===== config.mk =====
export PLATFORM = sky130hd
export DESIGN_NAME = button_debounce
export DESIGN_NICKNAME = d
export VERILOG_FILES = /design/src/rtl/button_debounce.sv
export SDC_FILE = /design/constraint.sdc
export NUM_CORES = 1
export LEC_CHECK = 0
export CAP_MARGIN = 20
export CELL_PAD_IN_SITES_DETAIL_PLACEMENT = 0
export CELL_PAD_IN_SITES_GLOBAL_PLACEMENT = 1
export CORE_MARGIN = 1.5
export CORE_UTILIZATION = 30
export CTS_CLUSTER_DIAMETER = 150
export DETAILED_ROUTE_END_ITERATION = 16
export GPL_TIMING_DRIVEN = 1
export PLACE_DENSITY = 0.65
export SLEW_MARGIN = 5
export SYNTH_ARGS = -nofsm -noshare
export SYNTH_HDL_FRONTEND = slang
export SYNTH_SLANG_ARGS = --single-unit
export TNS_END_PERCENT = 30

===== constraint.sdc =====
create_clock -name clk -period 1.76 [get_ports clk]
set_input_delay 0.352 -clock clk [delete_from_list [all_inputs] [get_ports clk]]
set_output_delay 0.352 -clock clk [all_outputs]
set_load 0.01 [all_outputs]

===== src/rtl/button_debounce.sv =====
// -----------------------------------------------------------------------------
// button_debounce
//
// Conditions a raw mechanical push-button pad into a clean pressed level,
// single-cycle press/release pulses and a saturating hold-time counter.
// The raw pad goes through a two-flop synchronizer and a polarity fix. It then
// feeds a four-state filter that only accepts a level after DEBOUNCE_MS
// consecutive stable cycles. The clock is a 1 kHz tick, so one cycle is 1 ms.
//
// Parameters
//   DEBOUNCE_MS   : stable cycles needed to accept a change (>= 2)
//   HOLD_W        : width of hold_ms
//   ACTIVE_LOW_IN : 1 -> pad reads 0 when pressed
//
// Ports
//   clk       in   system clock (1 kHz tick)
//   reset     in   asynchronous, active-low reset
//   btn_raw   in   unsynchronized pad level
//   btn_level out  debounced pressed level (1 = pressed)
//   btn_rise  out  one-cycle pulse when a press is accepted
//   btn_fall  out  one-cycle pulse when a release is accepted
//   hold_ms   out  cycles since press acceptance, saturating at all-ones
// -----------------------------------------------------------------------------
module button_debounce #(
  parameter int   DEBOUNCE_MS   = 20,
  parameter int   HOLD_W        = 16,
  parameter logic ACTIVE_LOW_IN = 1'b1
) (
  input  logic              clk,
  input  logic              reset,
  input  logic              btn_raw,
  output logic              btn_level,
  output logic              btn_rise,
  output logic              btn_fall,
  output logic [HOLD_W-1:0] hold_ms
);

  typedef enum logic [1:0] {
    RELEASED,
    ARMING,
    PRESSED,
    DISARMING
  } state_e;

  // The counter only ever needs to reach DEBOUNCE_MS-1.
  localparam int                CNT_W    = $clog2(DEBOUNCE_MS);
  localparam logic [CNT_W-1:0]  CNT_LAST = CNT_W'(DEBOUNCE_MS - 1);
  localparam logic [CNT_W-1:0]  CNT_ONE  = CNT_W'(1);
  localparam logic [HOLD_W-1:0] HOLD_MAX = '1;
  localparam logic [HOLD_W-1:0] HOLD_ONE = HOLD_W'(1);
  // Pad value that means "not pressed" is the polarity bit itself.
  localparam logic              IDLE_PAD = ACTIVE_LOW_IN;

  logic              sync1_q, sync2_q;
  logic              s;
  state_e            state_q, state_d;
  logic [CNT_W-1:0]  cnt_q, cnt_d;
  logic              rise_q, rise_d;
  logic              fall_q, fall_d;
  logic [HOLD_W-1:0] hold_q, hold_d;
  logic [HOLD_W-1:0] hold_inc;

  // ---------------------------------------------------------------------------
  // Synchronizer
  // ---------------------------------------------------------------------------
  // NOTE: the sync flops reset to the idle pad value, not to 0. With an
  // active-low pad, a 0 would look like a press that is already in flight.
  always_ff @(posedge clk or negedge reset) begin
    if (!reset) begin
      sync1_q <= IDLE_PAD;
      sync2_q <= IDLE_PAD;
    end else begin
      // NOTE: non-blocking assignments make sync2_q take the old sync1_q.
      // This is what forms the two-stage chain.
      sync1_q <= btn_raw;
      sync2_q <= sync1_q;
    end
  end

  // s = 1 means pressed, independent of pad polarity.
  assign s = sync2_q ^ ACTIVE_LOW_IN;

  assign hold_inc = (hold_q == HOLD_MAX) ? hold_q : hold_q + HOLD_ONE;

  // ---------------------------------------------------------------------------
  // State register (filter state, counter and registered outputs)
  // ---------------------------------------------------------------------------
  always_ff @(posedge clk or negedge reset) begin
    if (!reset) begin
      state_q <= RELEASED;
      cnt_q   <= '0;
      rise_q  <= 1'b0;
      fall_q  <= 1'b0;
      hold_q  <= '0;
    end else begin
      state_q <= state_d;
      cnt_q   <= cnt_d;
      rise_q  <= rise_d;
      fall_q  <= fall_d;
      hold_q  <= hold_d;
    end
  end

  // ---------------------------------------------------------------------------
  // Next-state logic
  // ---------------------------------------------------------------------------
  always_comb begin
    // NOTE: every signal gets a default here first. This way no path through
    // the case can leave a variable unassigned and infer a latch.
    state_d = state_q;
    cnt_d   = cnt_q;
    rise_d  = 1'b0;
    fall_d  = 1'b0;
    hold_d  = hold_q;

    unique case (state_q)
      RELEASED: begin
        hold_d = '0;
        if (s) begin
          state_d = ARMING;
          cnt_d   = CNT_ONE;
        end else begin
          cnt_d   = '0;
        end
      end

      ARMING: begin
        if (!s) begin
          // Glitch shorter than the window: drop it silently.
          state_d = RELEASED;
          cnt_d   = '0;
        end else if (cnt_q == CNT_LAST) begin
          state_d = PRESSED;
          cnt_d   = '0;
          rise_d  = 1'b1;
          hold_d  = '0;
        end else begin
          cnt_d   = cnt_q + CNT_ONE;
        end
      end

      PRESSED: begin
        hold_d = hold_inc;
        if (!s) begin
          state_d = DISARMING;
          cnt_d   = CNT_ONE;
        end
      end

      DISARMING: begin
        if (s) begin
          // Release glitch: stay pressed, hold time continues uninterrupted.
          state_d = PRESSED;
          cnt_d   = '0;
          hold_d  = hold_inc;
        end else if (cnt_q == CNT_LAST) begin
          state_d = RELEASED;
          cnt_d   = '0;
          fall_d  = 1'b1;
          hold_d  = '0;
        end else begin
          cnt_d   = cnt_q + CNT_ONE;
          hold_d  = hold_inc;
        end
      end

      default: begin
        state_d = RELEASED;
        cnt_d   = '0;
        hold_d  = '0;
      end
    endcase
  end

  // ---------------------------------------------------------------------------
  // Outputs
  // ---------------------------------------------------------------------------
  always_comb begin
    btn_level = (state_q == PRESSED) || (state_q == DISARMING);
    btn_rise  = rise_q;
    btn_fall  = fall_q;
    hold_ms   = hold_q;
  end

endmodule


; Word-level counts from Yosys, hierarchy flattened
; Cells that the tools add are included.
[op_classes]
add_sub_neg = 2
n_bitwise = 0
magnitude_cmp = 0
div = 0
n_reduce_logical = 4
mux = 24
shift = 0
eq_ne = 11
mul = 0
[op_table]
columns = operator, n
row1 = two-way mux 16 bit, 5
row2 = one-hot mux 16 bit (4 select lines), 1
row3 = two-way mux 5 bit, 4
row4 = one-hot mux 5 bit (4 select lines), 1
row5 = adder 16 x 1 -> 16 bit (second input constant), 1
row6 = equality test 16 bit (second input constant), 1
row7 = two-way mux 2 bit, 6
row8 = != test 2 bit (second input constant), 4
row9 = one-hot mux 2 bit (4 select lines), 1
row10 = two-way mux 1 bit, 6
row11 = != test 3 bit (second input constant), 2
row12 = adder 5 x 1 -> 5 bit (second input constant), 1
row13 = equality test 5 bit (second input constant), 1
row14 = equality test 2 bit (second input constant), 2
row15 = AND reduction 4 bit, 1
row16 = equality test 2 x 1 -> 1 bit (second input constant), 1
row17 = zero test 2 bit, 1
row18 = AND reduction 2 bit, 1
row19 = logical OR 1 bit, 1
[word_totals]
mem_bits_rw = 0
ff_bits = 27
output_inout_bits = 19
romBits = 0
latchBits = 0
mem_count = 0
in_bits = 3
elab_cells = 48

; Logic depth before layout (Yosys ltp)
[depth]
depth_word = 5
depth_mapped = 7
ltp_nobuf = 5

; Least setup slack after synthesis
; No wires, ideal clock.
[synth_path]
kind = reg-to-reg
start = register hold_q[0] (netlist: hold_ms[0])
end = register hold_q[9] (netlist: hold_ms[9])
slack_ns = 0.003
arrival_time_ns = 1.677
setup_ns = 0.079
t_required_ns = 1.681
n_path_buf = 2
stages_incl_launch_ff = 8
synth_period_minus_slack_ns = 1.757
cell_sequence = dfrtp_1 > ha_1 > and3_1 > clkbuf_2 > and4_4 > buf_4 > a211oi_2 > mux2i_1
[synth_via]
elab_chain_cells = 5
word_cells_on_any_way = 6
cone_classes = add/sub: 1 / eq/ne: 1 / mux: 4
[synth_rtl]
columns = element, line_no
row1 = from (decl), 60  ; logic [HOLD_W-1:0] hold_q, hold_d;
row2 = from (signal assigned), 100  ; hold_q <= hold_d;
row3 = adder 16 x 1 -> 16 bit / equality test 16 bit (equally long branches), 83  ; assign hold_inc = (hold_q == HOLD_MAX) ? hold_q : hold_q + HOLD_ONE;
row4 = two-way mux 16 bit (*), 83
row5 = two-way mux 16 bit, 156  ; end else if (cnt_q == CNT_LAST) begin
row6 = two-way mux 16 bit, 151  ; if (s) begin
row7 = one-hot mux 16 bit (4 select lines) (*), 116  ; unique case (state_q)
; Every way passes the cells marked *; elsewhere a longest branch is shown, timed or not.
; A chain may end at the register's enable or synchronous reset.

; Final worst setup path
[layout_path]
start = register hold_q[0] (netlist: hold_ms[0])
end = register hold_q[10] (netlist: hold_ms[10])
; The elaborated chain is that of the path after synthesis.

==> key figures <==
Global route
  – First-pass GRT wire length: 6400 um
  – Initial antenna violation count: 0
  – Largest net degree at the start of global routing: 34
  – Global Route Usage Sum: 13.0%
  – Total grt overflow: 0
  – Vias in the first global route: 1,326

Timing
  – RSZ-0062 raised after global routing: yes
  – Worst Tran Pin Value: 0.394 ns
  – Setup WS post-layout: 0.0566 ns
  – Max-Slew Margin vs Limit: 73.7%
  – Post-Route Skew: 0.00641 ns
  – Final period util: 96.8%
  – Final Hold Vio Count: 0
  – Tmin final: 1.70 ns
  – Highest Clock Rate: 587 MHz
  – Worst Hold Margin: 0.363 ns
  – Max-slew violations: 0
  – Setup Viol. Count Final: 0

Worst setup path
  – Worst EP required: 1.97 ns
  – WS Path Type: reg2reg
  – Critical Path Sink Type: flop
  – Reg-to-reg setup timing slack: 0.06 ns
  – Worst r2r dst: hold_ms[10]
  – R2R cell count: 5
  – RR Startpoint: hold_ms[0]
  – Worst EP arrival: 1.91 ns
  – Crit Path Max Fanout: 12
  – Critical path startpoint category: flop

Pwr
  – Power, Total: 1.10 mW
  – P_leak: 0.786 nW
  – Comb power frac: 7.8%
  – Int Power: 0.832 mW
  – P_sw: 0.265 mW
  – Seq pwr share: 57.8%
  – Clk pwr share: 34.4%
  – PwrDens: 522 nW/um^2
  – Sw Share: 24.2%
  – Worst VDD drop: 367 uV

Layout
  – Post-layout util: 40.2%
  – Layout area overhead: 26.4%
  – Inserted Diodes: 0
  – Post-Layout Cell Count: 267
  – Layout cells sized above 1: 19.3%
  – # nets final: 203

Logic synthesis
  – Share of the synthesized area in the top cell type: 37.6%
  – Cells after synthesis: 168
  – Syn. warnings: 0
  – Post-Syn Area: 1660 um^2
  – Syn nets: 173
  – Synth cell types: 46
  – Seq/Total Area, Yosys: 40.8%
  – FF+latch count, synth: 27
  – Most numerous cell in the Yosys netlist: dfrtp_1
  – Commonest cells in the netlist: dfrtp_1, o21ai_0, nand2_1
  – Yosys top cell by area: dfrtp_1
  – EDFF count, synth: 0
  – Syn_area_per_cell: 9.91 um^2
  – FFs w/ async S/R, synth: 100%
  – Dominant synthesized flop cell: dfrtp_1
  – Area contributors post-synth: dfrtp_1, mux2i_1, o21ai_0, a211oi_2, o21bai_1

Drt
  – Post-route ant nets: 0
  – DR iter-0 viols: 50
  – Vias per cell: 5.24
  – Residual DRC: 0
  – DR vias: 1,400
  – WL/cell: 13.8 um
  – Drt total wl: 3680 um
  – Drt pass-1 iters: 4

CTS
  – CTS tree: done
  – Clock buffer depth: 2
  – CTS H-Tree Depth: 1
  – Total CTS buffers: 3
  – Root buffer cell: clkbuf_8
  – Clock Latency Late Sink: 0.28 ns
  – Clock-pin slew on the worst setup and hold paths: 0.10 ns
  – Hold buffer count at CTS: 0
  – Sink Count: 27

Min path
  – Hold wc startpoint: sync1_q
  – Hold EP: sync2_q
  – Hold path cells: 0
  – Class of the worst hold path: reg2reg

Die
  – Die area: 6000 um^2
  – I/O pin cnt: 22
  – Core Footprint: 5240 um^2
  – Die width: 77.5 um
  – Starting Density: 31.8%
  – Die height: 77.5 um
  – Row count: 26

Run
  – Maxcap violations: 0

Placement
  – Dpl hpwl: 2630 um
  – Pre-CTS setup slack: 0.0419 ns
  – Gpl congestion: 0.806
  – Placed Cells incl. Taps: 260
  – Number of port buffers: 21

Run status
  – Status: finished clean
==> metal layers <==
layer / share of wire (%) / track usage, % / vias up / wire, um
met3: 3.6 / 2.71 / 4 / 133
met2: 50 / 23.2 / 24 / 1840
met1: 46 / 16.4 / 678 / 1680
met4: 0.84 / 2.18 / 0 / 31
met5: 0 / 0 / - / 0
li1: - / - / 694 / -
==> cells by family after synthesis <==
| family | count (synthesis) | share of synthesized area (%) |
|---|---|---|
| flops | 27 | 40.8 |
| xor+xnor | 2 | 1.05 |
| simple gates | 50 | 17.6 |
| mux | 10 | 6.09 |
| compound gates | 58 | 26.2 |
| fa+ha+maj | 2 | 1.50 |
| buf+inv | 19 | 6.77 |
==> registers in the layout (all words and copies together) (netlist names), named ones only <==
signal / cells
btn_rise: 1
state_q: 1
btn_fall: 1
cnt_q: 5
sync2_q: 1
sync1_q: 1
hold_ms: 16
==> layout by cell type (no fill, tap or decap), types with 2 or more instances in the layout <==
cell type and instances:
dfrtp_1 25, clkdlybuf4s50_1 21, o21ai_0 16, buf_4 16, nand2_1 13, nand3_1 10
o21bai_1 9, mux2i_1 9, a21oi_1 6, a211oi_2 6, inv_1 4, o21ai_1 4
and3_1 4, and4_1 4, nor3_1 3, nand2b_1 3, nand4_1 3, a41oi_1 3
o211ai_1 3, clkbuf_8 3, and2_1 2, xor2_1 2, o31ai_1 2, o2111ai_1 2
buf_12 2, dfstp_2 2
==> area by class of cell <==
type / count / area (um^2)
clock buffer: 3 / 41.3
fill: 507 / 3130
clock inverter: 1 / 8.76
sequential: 27 / 678
inverter: 5 / 18.8
multi-input combinational: 122 / 898
timing repair buffer: 39 / 370
tap: 70 / 87.6
==> metrics by stage <==
| stage | setup TNS (ns) | cell area [um^2] |
|---|---|---|
| 3_3_place_gp | 0 | 2010 |
| 3_5_place_dp | 0 | 2010 |
| 5_1_grt | -0.0915 | 2100 |
| 6_report | 0 | 2100 |
| 2_1_floorplan | 0 | 1660 |
| 4_1_cts | 0 | 2060 |
==> how the worst max path moves through the flow <==
stage | depth (start not counted) | end | slack [ns] | from
floorplan | 7 | hold_ms[9] | 0.003 | hold_ms[0]
global placement | 5 | hold_ms[10] | 0.08 | hold_ms[0]
detailed placement | 5 | hold_ms[10] | 0.04 | hold_ms[0]
CTS | 5 | hold_ms[10] | 0.03 | hold_ms[0]
global route | 5 | hold_ms[10] | -0.07 | hold_ms[0]
finish | 5 | hold_ms[10] | 0.06 | hold_ms[0]
==> worst max-delay path, stage by stage (launching register included) <==
cell	delay (ns)
dfrtp_1	0.39
ha_1	0.22
and3_1	0.24
and4_4	0.26
a2111oi_4	0.32
mux2i_1	0.21
==> power groups by stage <==
stage	Combinational [mW]	Clock (mW)	Sequential, mW
global placement	0.0795	0	0.645
floorplan	0.0497	0	0.643
finish	0.0858	0.377	0.634
global route	0.0974	0.422	0.635
detailed placement	0.0803	0	0.645
CTS	0.0808	0.399	0.633
==> what timing repair did <==
action                                  4_1_cts  5_1_grt
buffers inserted                              0        3
endpoints found under the setup margin        0       15
endpoints found under the hold margin         0        0
resized for setup                             0        3
(Power assumes the default switching activity.)
